### config.mk
export PLATFORM = sky130hd
export DESIGN_NAME = inst_encoder_loader
export DESIGN_NICKNAME = d
export VERILOG_FILES = /design/src/rtl/riscv_fmt_pkg.sv /design/src/rtl/imm_packer.sv /design/src/rtl/inst_encoder_loader.sv
export SDC_FILE = /design/constraint.sdc
export NUM_CORES = 1
export LEC_CHECK = 0
export ABC_CLOCK_PERIOD_IN_PS = 2900
export BUFFER_PORTS_ARGS = -buffer_cell sky130_fd_sc_hd__buf_2
export CAP_MARGIN = 10
export CORE_MARGIN = 4
export CORE_UTILIZATION = 52
export CTS_CLUSTER_DIAMETER = 30
export CTS_CLUSTER_SIZE = 24
export DETAILED_ROUTE_END_ITERATION = 8
export HOLD_SLACK_MARGIN = 0.06
export PLACE_DENSITY = 0.81
export SKIP_LAST_GASP = 1
export SLEW_MARGIN = 0
export SYNTH_ARGS = -nofsm -noshare
export SYNTH_HDL_FRONTEND = slang
export SYNTH_HIERARCHICAL = 1
export SYNTH_SLANG_ARGS = --single-unit
### constraint.sdc
create_clock -name clk -period 2.9 [get_ports clk]
set_clock_uncertainty 0.15 [all_clocks]
set_input_delay 0.29 -clock clk [delete_from_list [all_inputs] [get_ports clk]]
set_output_delay 0.29 -clock clk [all_outputs]
set_load 0.02 [all_outputs]
### src/rtl/riscv_fmt_pkg.sv
// -----------------------------------------------------------------------------
// riscv_fmt_pkg
// Shared definitions for the RV32I instruction encoder:
//   - fmt_e       : instruction format codes carried on in_fmt
//   - OPC_*       : base opcode constants used by program builders
//   - IMM*_MIN/MAX: signed immediate range limits per format
//   - imm_in_range: signed range helper used by the packer
// -----------------------------------------------------------------------------
package riscv_fmt_pkg;

    typedef enum logic [2:0] {
        FMT_R       = 3'd0,
        FMT_I       = 3'd1,
        FMT_I_SHAMT = 3'd2,
        FMT_S       = 3'd3,
        FMT_B       = 3'd4,
        FMT_U       = 3'd5,
        FMT_J       = 3'd6,
        FMT_CSRI    = 3'd7
    } fmt_e;

    localparam logic [6:0] OPC_LOAD   = 7'h03;
    localparam logic [6:0] OPC_OP_IMM = 7'h13;
    localparam logic [6:0] OPC_AUIPC  = 7'h17;
    localparam logic [6:0] OPC_STORE  = 7'h23;
    localparam logic [6:0] OPC_LUI    = 7'h37;
    localparam logic [6:0] OPC_BRANCH = 7'h63;
    localparam logic [6:0] OPC_JALR   = 7'h67;
    localparam logic [6:0] OPC_JAL    = 7'h6F;
    localparam logic [6:0] OPC_SYSTEM = 7'h73;

    localparam int IMM12_MIN = -2048;
    localparam int IMM12_MAX = 2047;
    localparam int IMMB_MIN  = -4096;
    localparam int IMMB_MAX  = 4094;
    localparam int IMMJ_MIN  = -(1 << 20);
    localparam int IMMJ_MAX  = (1 << 20) - 2;
    localparam int UIMM5_MIN = 0;
    localparam int UIMM5_MAX = 31;

    // Treats imm as a two's-complement value and tests lo <= imm <= hi.
    function automatic logic imm_in_range(input logic [31:0] imm,
                                          input int          lo,
                                          input int          hi);
        return ($signed(imm) >= lo) && ($signed(imm) <= hi);
    endfunction

endpackage

### src/rtl/imm_packer.sv
// -----------------------------------------------------------------------------
// imm_packer
// Combinational RV32I packer: range-checks the immediate for the selected
// format and assembles the 32-bit instruction word. Fields not used by a
// format are left 0 in the word.
// Ports:
//   fmt_i      format code (fmt_e)
//   opcode_i   inst[6:0]
//   rd_i, rs1_i, rs2_i, funct3_i, funct7_i   register / function fields
//   imm_i      sign-extended immediate
//   inst_o     packed instruction
//   range_ok_o 1 when the immediate is encodable in the selected format
// -----------------------------------------------------------------------------
module imm_packer
    import riscv_fmt_pkg::*;
(
    input  fmt_e        fmt_i,
    input  logic [6:0]  opcode_i,
    input  logic [4:0]  rd_i,
    input  logic [4:0]  rs1_i,
    input  logic [4:0]  rs2_i,
    input  logic [2:0]  funct3_i,
    input  logic [6:0]  funct7_i,
    input  logic [31:0] imm_i,
    output logic [31:0] inst_o,
    output logic        range_ok_o
);

    always_comb begin
        inst_o     = '0;
        range_ok_o = 1'b0;
        case (fmt_i)
            FMT_R: begin
                range_ok_o = 1'b1;
                inst_o     = {funct7_i, rs2_i, rs1_i, funct3_i, rd_i, opcode_i};
            end
            FMT_I: begin
                range_ok_o = imm_in_range(imm_i, IMM12_MIN, IMM12_MAX);
                inst_o     = {imm_i[11:0], rs1_i, funct3_i, rd_i, opcode_i};
            end
            FMT_I_SHAMT: begin
                range_ok_o = imm_in_range(imm_i, UIMM5_MIN, UIMM5_MAX);
                inst_o     = {funct7_i, imm_i[4:0], rs1_i, funct3_i, rd_i, opcode_i};
            end
            FMT_S: begin
                range_ok_o = imm_in_range(imm_i, IMM12_MIN, IMM12_MAX);
                inst_o     = {imm_i[11:5], rs2_i, rs1_i, funct3_i, imm_i[4:0], opcode_i};
            end
            FMT_B: begin
                range_ok_o = imm_in_range(imm_i, IMMB_MIN, IMMB_MAX) && !imm_i[0];
                inst_o     = {imm_i[12], imm_i[10:5], rs2_i, rs1_i, funct3_i,
                              imm_i[4:1], imm_i[11], opcode_i};
            end
            FMT_U: begin
                range_ok_o = (imm_i[11:0] == 12'd0);
                inst_o     = {imm_i[31:12], rd_i, opcode_i};
            end
            FMT_J: begin
                range_ok_o = imm_in_range(imm_i, IMMJ_MIN, IMMJ_MAX) && !imm_i[0];
                inst_o     = {imm_i[20], imm_i[10:1], imm_i[11], imm_i[19:12],
                              rd_i, opcode_i};
            end
            FMT_CSRI: begin
                // CSR address travels as {funct7, rs2}; the 5-bit uimm sits in the rs1 slot.
                range_ok_o = imm_in_range(imm_i, UIMM5_MIN, UIMM5_MAX);
                inst_o     = {funct7_i, rs2_i, imm_i[4:0], funct3_i, rd_i, opcode_i};
            end
            default: begin
                range_ok_o = 1'b0;
                inst_o     = '0;
            end
        endcase
    end

endmodule

### src/rtl/inst_encoder_loader.sv
// -----------------------------------------------------------------------------
// inst_encoder_loader
// Accepts decoded instruction fields over valid/ready, packs them into RV32I
// words and writes them to IMEM at an auto-incrementing word address.
// Ports:
//   clk, rst            clock, asynchronous active-high reset
//   start, start_addr   in IDLE: load first address, clear counters, enter RUN
//   stop                in RUN: enter DRAIN (finish pending write, then IDLE)
//   in_valid/in_ready   field bundle handshake
//   in_fmt .. in_imm    decoded instruction fields
//   imem_we/imem_ready  IMEM write handshake; imem_addr/imem_din held while pending
//   busy                state != IDLE
//   err_range           sticky: some bundle was dropped for an out-of-range immediate
//   inst_count          words written since start (saturating)
//   err_count           bundles dropped since start (saturating)
// -----------------------------------------------------------------------------
module inst_encoder_loader
    import riscv_fmt_pkg::*;
#(
    parameter int ADDR_W = 14,
    parameter int CNT_W  = 16
) (
    input  logic              clk,
    input  logic              rst,
    input  logic              start,
    input  logic [ADDR_W-1:0] start_addr,
    input  logic              stop,
    input  logic              in_valid,
    output logic              in_ready,
    input  logic [2:0]        in_fmt,
    input  logic [6:0]        in_opcode,
    input  logic [4:0]        in_rd,
    input  logic [4:0]        in_rs1,
    input  logic [4:0]        in_rs2,
    input  logic [2:0]        in_funct3,
    input  logic [6:0]        in_funct7,
    input  logic [31:0]       in_imm,
    output logic              imem_we,
    input  logic              imem_ready,
    output logic [ADDR_W-1:0] imem_addr,
    output logic [31:0]       imem_din,
    output logic              busy,
    output logic              err_range,
    output logic [CNT_W-1:0]  inst_count,
    output logic [CNT_W-1:0]  err_count
);

    typedef enum logic [1:0] {
        ST_IDLE,
        ST_RUN,
        ST_DRAIN
    } state_e;

    state_e             state_q, state_d;
    logic               we_q, we_d;
    logic [ADDR_W-1:0]  addr_q, addr_d;
    logic [31:0]        din_q, din_d;
    logic               err_q, err_d;
    logic [CNT_W-1:0]   inst_cnt_q, inst_cnt_d;
    logic [CNT_W-1:0]   err_cnt_q, err_cnt_d;

    logic [31:0]        pack_inst;
    logic               pack_ok;
    logic               accept;
    logic               write_done;

    imm_packer u_packer (
        .fmt_i      (fmt_e'(in_fmt)),
        .opcode_i   (in_opcode),
        .rd_i       (in_rd),
        .rs1_i      (in_rs1),
        .rs2_i      (in_rs2),
        .funct3_i   (in_funct3),
        .funct7_i   (in_funct7),
        .imm_i      (in_imm),
        .inst_o     (pack_inst),
        .range_ok_o (pack_ok)
    );

    // The output register can take a new word in the same cycle it retires one.
    assign in_ready   = (state_q == ST_RUN) && (!we_q || imem_ready);
    assign accept     = in_valid && in_ready;
    assign write_done = we_q && imem_ready;

    always_comb begin
        state_d    = state_q;
        we_d       = we_q;
        addr_d     = addr_q;
        din_d      = din_q;
        err_d      = err_q;
        inst_cnt_d = inst_cnt_q;
        err_cnt_d  = err_cnt_q;

        case (state_q)
            ST_IDLE: begin
                if (start) begin
                    addr_d     = start_addr;
                    inst_cnt_d = '0;
                    err_cnt_d  = '0;
                    err_d      = 1'b0;
                    state_d    = ST_RUN;
                end
            end
            ST_RUN: begin
                if (stop) begin
                    state_d = ST_DRAIN;
                end
            end
            ST_DRAIN: begin
                if (!we_q || imem_ready) begin
                    state_d = ST_IDLE;
                end
            end
            default: state_d = ST_IDLE;
        endcase

        // Retire first, then let a same-cycle accept refill the register.
        if (write_done) begin
            we_d   = 1'b0;
            addr_d = addr_q + 1'b1;
            if (inst_cnt_q != '1) begin
                inst_cnt_d = inst_cnt_q + 1'b1;
            end
        end

        if (accept) begin
            if (pack_ok) begin
                we_d  = 1'b1;
                din_d = pack_inst;
            end else begin
                err_d = 1'b1;
                if (err_cnt_q != '1) begin
                    err_cnt_d = err_cnt_q + 1'b1;
                end
            end
        end
    end

    always_ff @(posedge clk or posedge rst) begin
        if (rst) begin
            state_q    <= ST_IDLE;
            we_q       <= 1'b0;
            addr_q     <= '0;
            din_q      <= '0;
            err_q      <= 1'b0;
            inst_cnt_q <= '0;
            err_cnt_q  <= '0;
        end else begin
            state_q    <= state_d;
            we_q       <= we_d;
            addr_q     <= addr_d;
            din_q      <= din_d;
            err_q      <= err_d;
            inst_cnt_q <= inst_cnt_d;
            err_cnt_q  <= err_cnt_d;
        end
    end

    assign imem_we    = we_q;
    assign imem_addr  = addr_q;
    assign imem_din   = din_q;
    assign busy       = (state_q != ST_IDLE);
    assign err_range  = err_q;
    assign inst_count = inst_cnt_q;
    assign err_count  = err_cnt_q;

endmodule

==> results.yml <==
job:
  max_cap_violations: 0
pwr:
  vdd_ir_drop_max_v: 0.000576
  power.static_leakage_uw: 0.00311
  cellPowerDensity_nw_per_um2: 685
hold_path:
  min_path_type: "input port to flip-flop"
  min_to: "imem_addr[0]"
  number_of_stages_on_the_worst_hold_path: 3
  hp-start: "start_addr[0]"
setup_path:
  crit_type: "input port to flip-flop"
  cpPeakStageDelay_ns: 0.70
  rr_startpoint: "inst_count[5]"
  crit_path_start_kind: "input port"
  critical_path.endpoint_type: "flip-flop"
  worst_r2r_path_depth: 4
  path_cells: "buf_2 > nor2b_2 > a32oi_1 > nand4_1 > or4b_4 > or4_1 > a21oi_1"
  critical_path_depth: 7
  critical_path_slowest_stage_cell: "or4b_4"
  required_ns: 3.04
  crit-reg2reg-capture: "inst_count[13]"
  cp_data_arrival_time_ns: 2.49
  critical_path.n_buffers_inverters: 1
  cpLargestDelayFamily: "simple AND/OR/NAND/NOR gates"
  register_to_register_path_setup_slack_ns: 0.57
  critical_path.max_fanout: 21
timing:
  final_layout_setup_total_negative_slack_ns: 0
  rsz0062_at_grt: "no"
  max-slew-margin-rel_pct: 46.9
  setup_violations: 0
  timing_worst_slew_pin_value_ns: 0.793
  finalHoldViolations: 0
  timing.final.ws_setup_ns: 0.546
  timing.final.crit_period_ns: 2.35
  slew_violations: 0
  final_min_period_over_clock_period_pct: 81.2
  fmax_mhz: 425
synthesis:
  synthXorXnorAreaFrac_pct: 0.168
  synthMuxAreaShare_pct: 13.7
  synth.lib_cells_used.distinct: 68
  yosysTopAreaCellShare_pct: 39.4
  yosys.area_share.simple_pct: 24.3
  synth-adder-area-share_pct: 0.720
  ys_async_sr_fraction_pct: 100
  netlist.top_cell.by_area: "dfrtp_1"
  synth_area_per_cell_sq_um: 9.44
  synth_sequential_area_ratio_pct: 39.4
  yosysWarningCount: 6
  synth_top_family_by_area: "simple AND/OR/NAND/NOR gates"
  synth_compound_gate_area_share_pct: 17.1
  synthFlopType: "dfrtp_1"
  synth_edf_count: 0
  postSynthRegisterBits: 82
  syn-num-nets: 642
  post_synth_inst_count: 552
  synth_area_sq_um: 5210
  synth.top_cells.by_area: "dfrtp_1 (39%), mux2_2 (7.1%), mux2i_1 (6.0%), nand2_1 (3.9%), nor2_1 (2.4%)"
cts:
  cts_root_buf: "clkbuf_8"
  cts.sinks: 82
  largest_buffer_count_on_any_clock_path: 2
  post_cts_resized: 0
  cts_hold_repair.buffers: 23
  clock_tree_from_tritoncts: "yes"
  h-tree-depth: 3
  clkTransAtPathRegs_ns: 0.08
  tritoncts.num_buffers: 9
  worst_skew_pair.late_latency_ns: 0.36
  post-cts-setup-buffers: 0
final_layout:
  diodes: 0
  fillCellCount: 800
  final_common_cell: "buf_2"
  most-common-layout-cells: "buf_2 (168), dfrtp_1 (82), nand2_1 (54), nor2_1 (34), mux2_2 (33)"
  num-nets-final: 823
  area_growth_pct: 26.8
  final_layout_size_suffix_gt1_share_pct: 35.1
die:
  core_area_sq_um: 9770
  die_w_um: 108
  placementRows: 36
  design.die.area_sq_um: 11700
  initial_core_util_pct: 53.3
  pin_count: 169
  fp.dieH_um: 108
global_routing:
  largest_net_degree_at_the_start_of_global_routing: 50
  globalRoute.totalOverflow: 0
  grt_pass1_vias: 5021
  antenna_found_initial: 0
  grt.total_usage_pct: 25.5
  grt_first_pass_wirelength_um: 24100
routing:
  number_of_drc_violations_after_detailed_routing_iteration_0: 387
  drc_errors: 0
  final_antenna_net_count: 0
  vias_per_cell: 5.99
  detailroute.via_count: 5215
  drt_first_pass_iters: 7
  post_drt_wl_per_cell_um: 17.3
  routed_wirelength_um: 15000
place:
  gp_routability_congestion: 0.897
  place_hpwl_um: 10900
  io_buffer_count: 168
  dpl_worst_slack_ns: 0.185
status:
  run_status: "complete, no violations"
state kept, by name (all words and copies together), names as in the netlist:
signal      cells
inst_count     16
err_range       1
err_count      16
imem_addr      14
imem_we         1
imem_din       32
state_q         2
Yosys cell counts, types with 3 or more instances:
cell type	instances
or4_1	12
a31oi_1	6
inv_1	5
and3_1	3
o21ai_1	17
or3b_2	3
a211oi_1	10
clkbuf_1	18
ha_1	3
or3_1	3
nand2b_1	5
nand2_1	54
buf_4	9
o221a_2	5
nor4_1	13
o21ai_0	12
a22o_1	5
o311ai_0	4
buf_2	9
nor2_1	34
dfrtp_1	82
and2_1	6
mux2_1	3
and4_1	9
a311oi_1	4
nand4_1	19
or2_2	5
a211o_1	4
nor3_1	18
o41ai_1	3
o211ai_1	11
mux2_2	33
a21oi_1	19
o31ai_1	6
nor2b_1	5
a221o_1	7
nand3_1	23
mux2i_1	31
worst reg2reg max path, delay by kind of cell, from the launching register on:
family           cells  cell delay [ns]
AND/OR/NAND/NOR      3             1.28
flip-flops           1             0.52
AO/OA/AOI/OAI        1             0.27
routing by layer:
metal	GRT usage (%)	vias up	wire length, um
met5	0	-	0
met3	7.88	12	1320
li1	-	2479	-
met1	31.4	2495	6000
met4	6.04	0	85
met2	44.0	229	7610
worst max path at each step:
| stage | start | to | slack [ns] |
|---|---|---|---|
| after detailed placement | in_fmt[0] | err_count[6] | 0.18 |
| after floorplan | in_fmt[2] | err_count[5] | 0.27 |
| final | in_fmt[0] | err_count[6] | 0.55 |
| after CTS | in_fmt[0] | err_count[6] | 0.58 |
| after global routing | in_fmt[0] | err_count[6] | 0.43 |
| after global placement | in_fmt[0] | err_count[6] | 0.25 |
report_power, final:
| group | switching, uW | total (uW) | internal (uW) | leakage [uW] |
|---|---|---|---|---|
| Clock | 409 | 938 | 529 | 0.000110 |
| Sequential | 290 | 1780 | 1490 | 0.00105 |
| Combinational | 1080 | 1810 | 724 | 0.00195 |
| Total | 1780 | 4530 | 2740 | 0.00311 |
stage by stage:
step / instance area (sq um) / util (%) / total power [uW] / instances / hold WS [ns]
after floorplan: 5210 / - / 2900 / 552 / 0.235
after global placement: 6160 / 63.0 / 3510 / 832 / 0.229
after detailed placement: 6160 / 63.0 / 3570 / 832 / 0.237
after global routing: 6610 / 67.6 / 4800 / 870 / 0.0954
final: 6610 / 67.6 / 4530 / 870 / 0.0946
after CTS: 6610 / 67.6 / 4560 / 870 / 0.0714
logic make-up after synthesis:
| kind of cell | after synthesis |
|---|---|
| buf+inv | 45 |
| flops | 82 |
| xor+xnor | 1 |
| compound gates | 125 |
| simple gates | 229 |
| fa+ha+maj | 3 |
| mux | 67 |
cell type report:
| cell class | instances | area [sq um] | area share, % |
|---|---|---|---|
| Multi-Input combinational cell | 425 | 2920 | 44.2 |
| Sequential cell | 82 | 2050 | 31.1 |
| Timing Repair Buffer | 209 | 1220 | 18.4 |
| Tap cell | 133 | 166 | 2.52 |
| Clock buffer | 13 | 159 | 2.41 |
| Clock inverter | 2 | 60.1 | 0.909 |
| Inverter | 6 | 28.8 | 0.436 |
Power figures use the tool's default switching activity.
